==> src/rtl/ping_pong_buffer_pkg.sv <==
// Shared definitions for the ping-pong line buffer.
// Holds size defaults, address-width helper and read FSM states.
package ping_pong_buffer_pkg;

   localparam int DEPTH_DEF = 240;
   localparam int DW_DEF    = 8;

   // Address is {bank, word}: bank select sits in the MSB.
   function automatic int addr_w(input int depth);
      return $clog2(depth) + 1;
   endfunction

   localparam int ADDR_W_DEF = addr_w(DEPTH_DEF);

   typedef enum logic [1:0] {
      R_IDLE,
      R_FETCH,
      R_OUT
   } rd_state_t;

endpackage

==> src/rtl/ping_pong_buffer_dp_ram.sv <==
// Simple dual-port RAM holding both banks, 2*DEPTH words.
// One write port, one registered read port, single clock.
module dp_ram
   import ping_pong_buffer_pkg::*;
#(
   parameter int DEPTH = DEPTH_DEF,
   parameter int DW    = DW_DEF,
   parameter int AW    = ADDR_W_DEF
) (
   input  logic          clk,
   input  logic          we,
   input  logic [AW-1:0] waddr,
   input  logic [DW-1:0] wdata,
   input  logic          re,
   input  logic [AW-1:0] raddr,
   output logic [DW-1:0] rdata
);

   localparam int LW = AW - 1;
   localparam int IW = $clog2(2 * DEPTH);

   logic [DW-1:0] mem [2*DEPTH];
   logic [IW-1:0] widx;
   logic [IW-1:0] ridx;

   // Bank 1 lives directly after bank 0, so no words are wasted
   // when DEPTH is not a power of two.
   assign widx = waddr[AW-1] ? IW'(DEPTH) + IW'(waddr[LW-1:0])
                             : IW'(waddr[LW-1:0]);
   assign ridx = raddr[AW-1] ? IW'(DEPTH) + IW'(raddr[LW-1:0])
                             : IW'(raddr[LW-1:0]);

   // Write port
   always_ff @(posedge clk) begin
      if (we) mem[widx] <= wdata;
   end

   // Registered read; output holds while re is low
   always_ff @(posedge clk) begin
      if (re) rdata <= mem[ridx];
   end

endmodule

==> src/rtl/ping_pong_buffer.sv <==
// Two-bank line buffer: the writer fills one bank while the
// reader drains the other through a valid/ready output.
module ping_pong_buffer
   import ping_pong_buffer_pkg::*;
#(
   parameter int DEPTH = DEPTH_DEF,
   parameter int DW    = DW_DEF
) (
   input  logic          clk,
   input  logic          reset,
   input  logic          data_en,
   input  logic [DW-1:0] data,
   input  logic          rd_ready,
   output logic          rd_valid,
   output logic [DW-1:0] rd_data,
   output logic          rd_last,
   output logic [1:0]    bank_full,
   output logic          overflow
);

   localparam int AW = addr_w(DEPTH);
   localparam int LW = AW - 1;
   localparam logic [LW-1:0] LAST = LW'(DEPTH - 1);

   logic          wr_bank;
   logic [LW-1:0] wr_addr;
   logic          wr_ok;
   logic          wr_last;
   logic          rd_bank;
   logic          rd_bank_nxt;
   logic [LW-1:0] rd_addr;
   logic [LW-1:0] rd_addr_nxt;
   rd_state_t     state;
   rd_state_t     state_nxt;
   logic          ram_re;
   logic          clr_full;
   logic [1:0]    set_vec;
   logic [1:0]    clr_vec;
   logic [DW-1:0] ram_q;

   assign wr_ok   = data_en & ~bank_full[wr_bank];
   assign wr_last = (wr_addr == LAST);

   // Write pointer; a full bank drops samples but keeps alignment
   always_ff @(posedge clk or posedge reset) begin
      if (reset) begin
         wr_bank  <= 1'b0;
         wr_addr  <= '0;
         overflow <= 1'b0;
      end else if (data_en) begin
         wr_addr <= wr_last ? '0 : wr_addr + LW'(1);
         if (wr_ok && wr_last) wr_bank <= ~wr_bank;
         if (!wr_ok) overflow <= 1'b1;
      end
   end

   // Set/clear requests for the bank full flags
   always_comb begin
      set_vec = '0;
      clr_vec = '0;
      if (wr_ok && wr_last) set_vec[wr_bank] = 1'b1;
      if (clr_full) clr_vec[rd_bank] = 1'b1;
   end

   // Full flags; set and clear never hit the same bank
   always_ff @(posedge clk or posedge reset) begin
      if (reset) bank_full <= 2'b00;
      else       bank_full <= (bank_full | set_vec) & ~clr_vec;
   end

   // Read FSM state and pointer registers
   always_ff @(posedge clk or posedge reset) begin
      if (reset) begin
         state   <= R_IDLE;
         rd_bank <= 1'b0;
         rd_addr <= '0;
      end else begin
         state   <= state_nxt;
         rd_bank <= rd_bank_nxt;
         rd_addr <= rd_addr_nxt;
      end
   end

   // Read FSM next state: fetch, offer, advance or release bank
   always_comb begin
      state_nxt   = state;
      rd_bank_nxt = rd_bank;
      rd_addr_nxt = rd_addr;
      ram_re      = 1'b0;
      clr_full    = 1'b0;
      unique case (state)
         R_IDLE: begin
            if (bank_full[rd_bank]) begin
               state_nxt   = R_FETCH;
               rd_addr_nxt = '0;
            end
         end
         R_FETCH: begin
            ram_re    = 1'b1;
            state_nxt = R_OUT;
         end
         R_OUT: begin
            if (rd_ready) begin
               if (rd_addr == LAST) begin
                  clr_full    = 1'b1;
                  rd_bank_nxt = ~rd_bank;
                  rd_addr_nxt = '0;
                  state_nxt   = R_IDLE;
               end else begin
                  rd_addr_nxt = rd_addr + LW'(1);
                  state_nxt   = R_FETCH;
               end
            end
         end
         default: state_nxt = R_IDLE;
      endcase
   end

   assign rd_valid = (state == R_OUT);
   assign rd_data  = rd_valid ? ram_q : '0;
   assign rd_last  = rd_valid && (rd_addr == LAST);

   dp_ram #(
      .DEPTH (DEPTH),
      .DW    (DW),
      .AW    (AW)
   ) u_ram (
      .clk   (clk),
      .we    (wr_ok),
      .waddr ({wr_bank, wr_addr}),
      .wdata (data),
      .re    (ram_re),
      .raddr ({rd_bank, rd_addr}),
      .rdata (ram_q)
   );

endmodule
==> config.mk <==
export PLATFORM = sky130hd
export DESIGN_NAME = ping_pong_buffer
export DESIGN_NICKNAME = d
export VERILOG_FILES = /design/src/rtl/ping_pong_buffer_pkg.sv /design/src/rtl/ping_pong_buffer_dp_ram.sv /design/src/rtl/ping_pong_buffer.sv
export SDC_FILE = /design/constraint.sdc
export NUM_CORES = 2
export LEC_CHECK = 0
export CAP_MARGIN = 20
export CORE_MARGIN = 2
export CORE_UTILIZATION = 49
export DETAILED_ROUTE_END_ITERATION = 10
export DONT_BUFFER_PORTS = 1
export PLACE_DENSITY_LB_ADDON = 0.3
export SETUP_SLACK_MARGIN = 0.1
export SLEW_MARGIN = 20
export SYNTH_ARGS = -nofsm -noshare
export SYNTH_HDL_FRONTEND = slang
export SYNTH_SLANG_ARGS = --single-unit
export TNS_END_PERCENT = 1
==> constraint.sdc <==
create_clock -name clk -period 4.04 [get_ports clk]
set_input_delay 0.808 -clock clk [delete_from_list [all_inputs] [get_ports clk]]
set_output_delay 0.808 -clock clk [all_outputs]
set_load 0.1 [all_outputs]
==> flow_summary.toml <==
[global_routing]
grt_usage = 0.2665
grt_pass1_wl_mm = 600.6
overflow = 0
grt_start_max_net_pins = 481
grt_pass1_vias = 79770
antenna_found_initial = 27

[placement]
portBuffers = 0
place_hpwl_mm = 253.4
gp_congestion = 0.9159

[clocking]
path_clk_slew_ns = 0.06
insertion_delay_ns = 1.04
numCtsBuffers = 388
cts_tree = "done"
cts_max_level = 5
root_buffer = "clkbuf_16"
cts.sinks = 3871
cts_buffer_depth = 4

[floorplanning]
die_w_um = 561.7
coreArea_um2 = 309100
rows = 204
dieArea_um2 = 315500
die_h_um = 561.7
num_io_pins = 25
start_util = 0.4930

[sta]
finalHoldWorstSlack_ns = 0.03721
hold_viol_final = 0
slew_headroom = -0.1770
setup_viol = 0
finalCriticalPeriod_ns = 4.009
worst_pin_slew_ns = 1.765
setup_tns_ns = 0
drv_slew = 190
max_clock_freq_mhz = 249.5
post-route-period-util = 0.9923
rsz0062_at_grt = "true"
clock_skew_ns = 0.06706

[detailed_routing]
wl_per_cell_um = 33.59
vias = 81760
finalWirelength_mm = 426.6
viasPerCell = 6.436
firstDrtPassIters = 8
initialDrtViolationCount = 12150
detail-route-antenna-nets = 0
drc = 0

[min_path]
min_path_type = "in -> reg"
hold_start = "data_en"
whs_path_depth = 2
holdPathEnd = "wr_addr[1]"

[run]
max-cap-violations = 0

[setup_path]
crit_required_ns = 4.89
crit_slowest_cell = "nor4_1"
reg2reg_slack_ns = 0.03
crit_path_max_fanout = 51
critPathLaunch = "rd_addr[0]"
crit_type = "reg -> reg"
r2r_cells = 13
worstPathCellList = "buf_12 > buf_12 > buf_12 > buf_4 > mux2i_1 > o22ai_1 > o211ai_1 > a21oi_2 > nor3_1 > buf_4 > nor4_1 > buf_4 > o221a_1"
cp_data_arrival_time_ns = 4.86
r2r_end = "u_ram.rdata[3]"
reg2reg_from = "rd_addr[0]"
cp-start-kind = "register"
cp_slowest_stage_delay_ns = 0.60
end_kind = "register"

[synthesis]
yosysWarnings = 0
synth-seq-cells = 3871
syn_area_um2 = 152400
synth_top_flop_cell = "edfxtp_1"
ys_seq_area_frac = 0.7621
synthCells = 7662
async_flop_share = 0.005942
ys_types = 84
synth_top_cell_area_share = 0.7583
synth_top_area_cell = "edfxtp_1"
synth.avg_cell_area_um2 = 19.89
yosys-top-cells-area = "edfxtp_1 76%, mux4_2 9.7%, mux2i_1 4.3%"
synth_edf_count = 3848
synthesis.nets = 7685

[layout]
drive_gt1_frac = 0.2270
synthToLayoutAreaGrowth_pct = 13.72
num-nets-final = 8243

[status]
violations = "slew limit"
status = "complete, but fails checks"

[power]
power_density_nw_per_um2 = 597.4
power_mw = 103.5
p_leak_nw = 54.70
irDropWorstVdd_v = 0.0003999
==> synthesized netlist by cell type, types with 32 or more instances <==
library cell	count
nor3_1	80
o21ai_0	98
nor2_1	548
nand2_1	188
o22ai_1	168
nand3_1	71
and2_1	35
a221oi_1	42
mux2i_1	652
o221ai_1	208
mux4_2	655
buf_4	32
a21oi_1	150
edfxtp_1	3848
buf_2	91
clkbuf_1	219
buf_6	91
==> worst max path at each step <==
stage,end,depth (start not counted),slack [ns]
after detailed placement,u_ram.rdata[2],10,-0.15
after floorplan,rd_data[0],4,0.77
final,u_ram.rdata[3],13,0.03
after global placement,u_ram.rdata[1],9,-0.45
after CTS,u_ram.rdata[3],13,0.11
after global routing,u_ram.rdata[1],12,0.08
==> registers in the layout, summed over array words and instances, names as in the netlist <==
signal / cells
bank_full: 2
u_ram.mem: 3840
overflow: 1
rd_bank: 1
u_ram.rdata: 8
state: 2
wr_bank: 1
wr_addr: 8
rd_addr: 8
==> area by class of cell <==
cell class | instances | area (um^2)
Multi-Input combinational cell | 3284 | 33340
Sequential cell | 3871 | 116100
Clock inverter | 239 | 2243
Timing Repair Buffer | 658 | 6148
Clock buffer | 472 | 10070
Fill cell | 22680 | 135800
Tap cell | 4120 | 5155
Antenna cell | 42 | 105.1
Inverter | 17 | 80.08
==> kinds of logic after synthesis <==
group | count (synthesis) | synth area share
compound gates | 870 | 0.04009
xor+xnor | 15 | 0.0008621
fa+ha+maj | 11 | 0.0009032
buf+inv | 507 | 0.02138
flops | 3871 | 0.7621
mux | 1355 | 0.1455
simple gates | 1033 | 0.02922
==> worst max-delay path, delay by kind of cell, from the launching register on <==
family	cells	cell delay, ns
buffers and inverters	6	1.41
flip-flops	1	0.49
multiplexers	1	0.10
AO/OA/AOI/OAI	4	1.04
AND/OR/NAND/NOR	2	0.69
==> timing repair <==
action,CTS,global route
gates resized for setup,11,7
pin swaps,0,1
hold buffers,3,1
setup buffers,4,8
hold endpoints to repair,29,16
setup endpoints to repair,7,7
==> where the power goes <==
| part | switching, mW | internal (mW) | leakage [nW] | total, mW |
|---|---|---|---|---|
| combinational | 14.0 | 9.75 | 13.8 | 23.8 |
| clock | 15.4 | 19.6 | 6.02 | 35.0 |
| sequential | 0.269 | 44.5 | 34.9 | 44.8 |
| total | 29.7 | 73.8 | 54.7 | 104 |
==> per-layer routing <==
metal,vias to the layer above,global-route usage,routed length (um)
met4,20,0.1190,21300
met3,935,0.06296,47950
met1,42830,0.3685,160700
met5,-,0,138
met2,5062,0.4059,196500
li1,32910,-,-
==> through the flow <==
stage                     std cells  setup WS (ns)  instance area (um^2)  utilization
after global routing          12690        0.08489                173200       0.5605
final                         12700        0.03130                173300       0.5606
after detailed placement      11930        -0.1487                160500       0.5191
after global placement        11930        -0.4452                160400       0.5190
after floorplan                7662         0.7731                152400            -
after CTS                     12650         0.1130                172900       0.5593
==> layout by cell type (no fill, tap or decap), drive strengths merged, types with 27 or more instances in the layout <==
cell    netlist  final
o22ai       168    168
nand2       188    188
bufinv        0     27
and2         38     38
buf         267    654
clkbuf      223    472
mux2i       652    652
o21ai       102    102
a21oi       150    150
nand3        71     71
edfxtp     3848   3848
mux4        678    678
diode         0     42
o221ai      209    209
clkinv        2    195
a221oi       42     42
nor3         80     80
nor2        548    548
No activity file was read; power rests on OpenSTA's default activity.
